--- src/rtl/pipeline_ctrl_pkg.sv ---
// pipeline_ctrl_pkg: shared FSM state type and default memory timeout.
package pipeline_ctrl_pkg;
  typedef enum logic {RUN, MEM_WAIT} state_t;
  localparam int MEM_TIMEOUT_DEF = 16;
endpackage

--- src/rtl/load_use_detect.sv ---
// load_use_detect: flags a load in EX whose destination feeds an ID source (x0 never hazards).
module load_use_detect (
  input  logic       MemRead_EX,
  input  logic [4:0] RD_EX,
  input  logic [4:0] RS1_ID,
  input  logic [4:0] RS2_ID,
  output logic       lu
);
  assign lu = MemRead_EX & (RD_EX != 5'd0) & ((RD_EX == RS1_ID) | (RD_EX == RS2_ID));
endmodule

--- src/rtl/pipeline_hazard_ctrl.sv ---
// pipeline_hazard_ctrl: Mealy sequencer for load-use stalls, branch flushes and data-memory waits.
module pipeline_hazard_ctrl
  import pipeline_ctrl_pkg::*;
#(
  parameter int MEM_TIMEOUT = MEM_TIMEOUT_DEF,
  parameter int CNT_W       = 32
) (
  input  logic             clk,
  input  logic             reset,
  input  logic             MemRead_EX,
  input  logic [4:0]       RD_EX,
  input  logic [4:0]       RS1_ID,
  input  logic [4:0]       RS2_ID,
  input  logic             PCSrc_MEM,
  input  logic             MemRead_MEM,
  input  logic             MemWrite_MEM,
  input  logic             dmem_ready,
  output logic             PC_write,
  output logic             IF_ID_write,
  output logic             ID_EX_write,
  output logic             EX_MEM_write,
  output logic             MEM_WB_write,
  output logic             flush_IF_ID,
  output logic             flush_ID_EX,
  output logic             flush_EX_MEM,
  output logic             dmem_req,
  output logic             mem_error,
  output logic [CNT_W-1:0] stall_cnt
);
  localparam int WW = (MEM_TIMEOUT > 1) ? $clog2(MEM_TIMEOUT) : 1;
  state_t          r_state;
  logic [WW-1:0]   r_wcnt;
  logic            r_err;
  logic [CNT_W-1:0] r_stall;
  logic w_lu, w_acc, w_wait, w_tout, w_hold, w_act, w_br, w_lus;
  load_use_detect u_lud (
    .MemRead_EX(MemRead_EX),
    .RD_EX     (RD_EX),
    .RS1_ID    (RS1_ID),
    .RS2_ID    (RS2_ID),
    .lu        (w_lu)
  );
  assign w_act  = !reset;
  assign w_acc  = MemRead_MEM | MemWrite_MEM;
  assign w_wait = r_state == MEM_WAIT;
  assign w_tout = w_wait & !dmem_ready & (r_wcnt == WW'(MEM_TIMEOUT - 1));
  // Freeze while an access is outstanding; a timeout retires the access with a plain advance.
  assign w_hold = !dmem_ready & (w_wait | w_acc) & !w_tout;
  assign w_br   = !w_hold & !w_tout & PCSrc_MEM;
  assign w_lus  = !w_hold & !w_tout & !PCSrc_MEM & w_lu;
  assign PC_write     = w_act & !w_hold & !w_lus;
  assign IF_ID_write  = w_act & !w_hold & !w_lus;
  assign ID_EX_write  = w_act & !w_hold;
  assign EX_MEM_write = w_act & !w_hold;
  assign MEM_WB_write = w_act & !w_hold;
  assign flush_IF_ID  = w_act & w_br;
  assign flush_ID_EX  = w_act & (w_br | w_lus);
  assign flush_EX_MEM = w_act & w_br;
  assign dmem_req     = w_act & (w_wait | w_acc);
  assign mem_error    = r_err;
  assign stall_cnt    = r_stall;
  always_ff @(posedge clk) begin
    if (reset) begin
      r_state <= RUN;
      r_wcnt  <= '0;
      r_stall <= '0;
      r_err   <= 1'b0;
    end else begin
      r_state <= w_wait ? ((dmem_ready | w_tout) ? RUN : MEM_WAIT) : ((w_acc & !dmem_ready) ? MEM_WAIT : RUN);
      r_wcnt  <= (w_wait & !dmem_ready & !w_tout) ? r_wcnt + 1'b1 : '0;
      r_stall <= (!PC_write && r_stall != '1) ? r_stall + 1'b1 : r_stall;
      r_err   <= r_err | w_tout;
    end
  end
endmodule

--- config.mk ---
export PLATFORM = sky130hd
export DESIGN_NAME = pipeline_hazard_ctrl
export DESIGN_NICKNAME = d
export VERILOG_FILES = /design/src/rtl/pipeline_ctrl_pkg.sv /design/src/rtl/load_use_detect.sv /design/src/rtl/pipeline_hazard_ctrl.sv
export SDC_FILE = /design/constraint.sdc
export NUM_CORES = 1
export LEC_CHECK = 0
export BUFFER_PORTS_ARGS = -buffer_cell sky130_fd_sc_hd__buf_2
export CAP_MARGIN = 20
export CORE_ASPECT_RATIO = 0.75
export CORE_MARGIN = 3
export CORE_UTILIZATION = 51
export DETAILED_ROUTE_END_ITERATION = 8
export PLACE_DENSITY = 0.83
export SLEW_MARGIN = 5
export SYNTH_ARGS = -nofsm -noshare
export SYNTH_HDL_FRONTEND = slang
export SYNTH_SLANG_ARGS = --single-unit
--- constraint.sdc ---
create_clock -name clk -period 3.1 [get_ports clk]
set_clock_uncertainty 0.15 [all_clocks]
set_input_delay 0.31 -clock clk [delete_from_list [all_inputs] [get_ports clk]]
set_output_delay 0.31 -clock clk [all_outputs]
set_load 0.05 [all_outputs]
==> results of run 1 <==
[cell usage after synthesis, types with 2 or more instances]
cell type | n | share of area (%)
a21oi_1 | 29 | 6.8
and3_1 | 5 | 1.5
nand2_1 | 16 | 2.8
o21ai_1 | 17 | 4.0
ha_1 | 2 | 1.2
mux2_1 | 2 | 1.1
nand4_1 | 14 | 4.1
or4_1 | 5 | 1.8
dfxtp_1 | 38 | 36
nor2_1 | 18 | 3.2
or3_1 | 25 | 7.3
and2_1 | 3 | 0.88
xnor2_1 | 10 | 4.1
and4_1 | 4 | 1.6
nor3_1 | 5 | 1.2
nand3_1 | 14 | 3.3
inv_1 | 6 | 1.1
buf_6 | 4 | 2.1
nor4_1 | 2 | 0.59
o21ai_0 | 8 | 1.9
xor2_1 | 3 | 1.2
o31ai_1 | 3 | 1.1
nor2b_1 | 3 | 0.88
buf_4 | 5 | 1.8
nor3b_1 | 2 | 0.70
clkbuf_1 | 4 | 0.70
[logic make-up after synthesis]
family	share of synthesized area, %
compound gates	18.00
xor+xnor	5.334
fa+ha+maj	1.172
buf+inv	6.037
flops	35.64
mux	1.524
simple gates	32.30
[flip-flops by register name (all words and copies together) (netlist names)]
| name | flops |
|---|---|
| mem_error | 1 |
| r_state | 1 |
| r_wcnt | 4 |
| stall_cnt | 32 |
[cells in the final DEF, fill, tap and decap left out, drive strengths merged, types with 3 or more instances in the layout]
| cell type | count |
|---|---|
| nor2 | 18 |
| and2 | 3 |
| o21ai | 26 |
| and3 | 5 |
| or3 | 26 |
| clkbuf | 6 |
| xor2 | 3 |
| nand3 | 15 |
| and4 | 4 |
| nand4 | 14 |
| buf | 67 |
| dfxtp | 38 |
| xnor2 | 10 |
| nor3 | 6 |
| nor2b | 3 |
| inv | 6 |
| or4 | 5 |
| a21oi | 30 |
| nand2 | 16 |
| o31ai | 3 |
[per-stage QoR]
| step | power [mW] | cell area [um2] |
|---|---|---|
| final | 0.9928 | 2540 |
| after global routing | 1.039 | 2540 |
| after CTS | 1.004 | 2540 |
| after detailed placement | 0.6514 | 2445 |
| after global placement | 0.6500 | 2445 |
| after floorplan | 0.6202 | 2141 |
[where the power goes]
| part | leakage, nW | switching (mW) | internal, mW |
|---|---|---|---|
| combinational | 0.613 | 0.0957 | 0.0445 |
| clock | 0.0472 | 0.174 | 0.179 |
| sequential | 0.307 | 0.00625 | 0.493 |
| total | 0.967 | 0.276 | 0.716 |
[worst min path at each step]
stage	to	from	slack [ps]
after floorplan	r_wcnt[0]	r_wcnt[0]	270
after global placement	r_wcnt[0]	r_wcnt[0]	280
after detailed placement	r_wcnt[0]	r_wcnt[0]	300
after CTS	mem_error	dmem_ready	190
after global routing	r_wcnt[2]	dmem_ready	240
final	mem_error	dmem_ready	190
[cell type report]
class	instances	area (um2)
Multi-Input combinational cell	205	1251
Sequential cell	38	760.7
Timing Repair Buffer	67	345.3
Inverter	6	22.52
Clock buffer	6	82.58
Tap cell	52	65.06
Clock inverter	2	12.51
Fill cell	332	1287
[worst max-delay path, cell delays in order (launching register included)]
cell and delay, ps:
dfxtp_1 440, nand4_1 280, nor4_1 440, a211oi_2 140, a21oi_2 620, buf_4 300, or4_1 130, a21oi_1 60
[layer usage]
layer	GRT usage (%)	up-vias	wire length, um
met4	4.578	0	32
li1	-	1091	-
met2	33.96	76	2162
met3	7.061	5	370
met1	27.55	936	2282
met5	0	-	0
==> flow_summary.ini, run 1 <==
[worst_setup_path]
worst-path-max-fanout = 21
crit_arrival_ps = 2690
r2r_cells = 7
cp-startpoint = stall_cnt[20]
rrSetupSlack_ps = 420
timing.rr.start = stall_cnt[20]
r2r_end = stall_cnt[12]
crit_path_start_kind = flip-flop
cp-end-kind = flip-flop
crit_type = flip-flop to flip-flop
cp.required_ps = 3110
critical_path.endpoint = stall_cnt[12]

[floorplan]
die_width_um = 80.70
core-area_um2 = 3827
start_util_pct = 55.77
die_y_um = 62.03
ios = 64
fp.dieArea_um2 = 5005
num_rows = 19

[drt]
routedWlPerCell_um = 12.89
via_per_inst = 5.606
firstDrtPassIters = 4
antenna_left = 0
drc_errors = 0
first_iter_violations = 125
vias = 2108
wl_um = 4848

[final_layout]
synthToLayoutAreaGrowth_pct = 18.99
fin_cells = 376
insertedDiodeCount = 0
drive_above_1_share_pct = 25.93
fin_util_pct = 66.36
final_nets = 347

[global_routing]
overflow = 0
grt_pass1_wl_um = 8197
grt_max_degree = 40
globalRouteTotalUtil_pct = 20.95
antenna_found_initial = 0
grt_pass1_vias = 1884

[timing]
slew_headroom_pct = 49.01
final.period_utilization_pct = 86.45
final_hold_viol_count = 0
slew_viol_final = 0
rsz0062_at_grt = no
max_freq_ghz = 0.3731
setup_tns_ps = 0
worst_pin_slew_ps = 764.9
setup_viol = 0
finalCriticalPeriod_ps = 2680
whs_ps = 194.7
fin_ws_ps = 420.0

[run]
drv_cap = 0

[synth]
synth_edf_count = 0
async_reset_ff_share_pct = 0
ys_types = 43
synthCells = 264
ys_seq_area_share_pct = 35.64
yosys_warnings = 0
synth_area_um2 = 2135
ys_seq_elements = 38
syn_nets = 288
postSynthAreaPerCell_um2 = 8.085
synthFlopType = dfxtp_1

[hold_path]
whs_path_depth = 4
hp-class = input port to flip-flop

[clock_tree]
cts_tree = yes
clock_sinks = 38
numCtsBuffers = 5
post_cts_buffers = 0
htreeDepth = 2
holdBufCountCts = 0
insertion_delay_ps = 300
cts-root-buf = clkbuf_8
clock_path_buffers = 2
ctsResizeCount = 0
clk_pin_slew_ps = 80

[placement]
place_congestion = 0.7836
dp.cells = 368
hpwl_um = 3565
post-place-ws_ps = 456.8
port_buffers = 63

[pwr]
max-vdd-ir-drop_uv = 273.7
power.density_nw_per_um2 = 390.9
leakage_nw = 0.9668

[outcome]
status = complete, no violations
(Power assumes the default switching activity.)
==> run 2: changes to the inputs <==
Settings changed: PLACE_DENSITY 0.83 to default, PLACE_DENSITY_LB_ADDON from default to 0.2.
==> run 2 against run 1 <==
- cell area is 0.44% higher
- cell count stayed put
- flip-flop and latch count stayed put
- routed wire length is 1.3% lower
- total power is 5.2% higher
- non-clock buffer count stayed put
- count of clock-buffer cells in the layout is 1 higher
- sequential power hardly changed
- die area stayed put
- maximum frequency is 3.5% higher
- via count is 2.2% higher
- clock power is 14% higher
- largest power group unchanged
==> flow_summary.ini, run 2 (synthesis gave the netlist of run 1 again) <==
[worst_setup_path]
timing.rr.start = stall_cnt[21]
crit_arrival_ps = 2130
cp-startpoint = r_state
rrSetupSlack_ps = 650
critPathMaxStageDelay_ps = 430
cp-end-kind = output pin
cp.depth = 4
r2r_cells = 7
critical_path.top_delay_family = compound AO/OA/AOI/OAI gates
r2r_end = stall_cnt[15]
critical_path.endpoint = IF_ID_write
worstPathCellList = or3_4, a31oi_2, a21boi_1, buf_2
worst-path-max-fanout = 5
path_buf_inv = 1
crit_path_start_kind = flip-flop
crit_slowest_cell = a21boi_1
cp.required_ps = 2640
crit_type = flip-flop to output pin

[final_layout]
insertedDiodeCount = 0
layout_commonest_cell = buf_2
drive_above_1_share_pct = 25.31
final_cell_mix = buf_2, dfxtp_1, a21oi_1
largest_reg_flops = 32
nFillCells = 337
synthToLayoutAreaGrowth_pct = 19.52
final_nets = 347

[pwr]
max-vdd-ir-drop_uv = 305.3
power.density_nw_per_um2 = 409.2
leakage_nw = 0.9717

[clock_tree]
clock_sinks = 38
htreeDepth = 2
post_cts_buffers = 0
numCtsBuffers = 5
clock_path_buffers = 2
cts_tree = yes
ctsResizeCount = 0
holdBufCountCts = 0
cts-root-buf = clkbuf_8
clk_pin_slew_ps = 70
insertion_delay_ps = 280

[timing]
final_hold_viol_count = 0
slew_headroom_pct = 60.36
finalCriticalPeriod_ps = 2590
rsz0062_at_grt = no
worst_pin_slew_ps = 589.2
setup_viol = 0
fin_ws_ps = 510.0
final.period_utilization_pct = 83.55
max_freq_ghz = 0.3861
setup_tns_ps = 0
slew_viol_final = 0

[placement]
post-place-ws_ps = 643.3
hpwl_um = 3570
port_buffers = 63
place_congestion = 0.8306

[run]
drv_cap = 0

[floorplan]
num_rows = 19
ios = 64
start_util_pct = 55.77
fp.dieArea_um2 = 5005
core-area_um2 = 3827
die_y_um = 62.03
die_width_um = 80.70

[hold_path]
hold_path.startpoint = dmem_ready
hp-class = input port to flip-flop

[global_routing]
grt_pass1_wl_um = 7941
antenna_found_initial = 0
globalRouteTotalUtil_pct = 20.01
overflow = 0
grt_max_degree = 40
grt_pass1_vias = 1868

[drt]
wl_um = 4783
drc_errors = 0
first_iter_violations = 145
vias = 2155
antenna_left = 0
via_per_inst = 5.731
routedWlPerCell_um = 12.72
firstDrtPassIters = 4

[outcome]
status = complete, no violations
[run 2: cell count changes in the layout (fill, tap and decap cells not counted), sizes merged]
cell	delta
bufinv	+1
clkbuf	+1
clkinv	-1
clkinvlp	-1
[run 2: area by class of cell]
cell class | instances | area, um2 | share of cell area [%]
tap | 52 | 65.06 | 2.550
sequential | 38 | 760.7 | 29.82
clock buffer | 7 | 76.32 | 2.992
multi-input combinational | 205 | 1251 | 49.04
clock inverter | 1 | 30.03 | 1.177
inverter | 6 | 22.52 | 0.8828
timing repair buffer | 67 | 345.3 | 13.54
[run 2: stage by stage]
stage | hold WS (ps) | utilization (%) | cell area [um2] | power [mW] | std cells
after floorplan | 267.5 | - | 2141 | 0.6202 | 264
after CTS | 215.1 | 66.66 | 2551 | 1.056 | 376
after global placement | 281.0 | 63.88 | 2445 | 0.6502 | 368
after global routing | 253.4 | 66.66 | 2551 | 1.088 | 376
after detailed placement | 290.9 | 63.88 | 2445 | 0.6523 | 368
final | 217.1 | 66.66 | 2551 | 1.044 | 376
[run 2: power by group]
part	switching [mW]	internal, mW	total (mW)
Sequential	0.00575	0.493	0.499
Clock	0.163	0.241	0.404
Combinational	0.0963	0.0449	0.141
[run 2: how the worst min path moves through the flow]
| stage | endpoint | slack [ps] | depth (start not counted) |
|---|---|---|---|
| floorplan | r_wcnt[0] | 270 | 1 |
| global placement | r_wcnt[0] | 280 | 1 |
| detailed placement | r_wcnt[0] | 290 | 1 |
| CTS | mem_error | 220 | 4 |
| global route | mem_error | 250 | 4 |
| finish | mem_error | 220 | 4 |
[run 2: routing by layer]
layer,track usage (%),wire (um),up-vias
met1,25.86,2307,992
met2,33.25,2099,62
li1,-,-,1092
met3,4.179,309,9
met4,8.193,65,0
met5,0,0,-
[run 2: tightest hold or removal path, cell delays in order]
cell    delay [ps]
buf_2          120
nor2_1          50
nor2_1          80
nor2_1          40
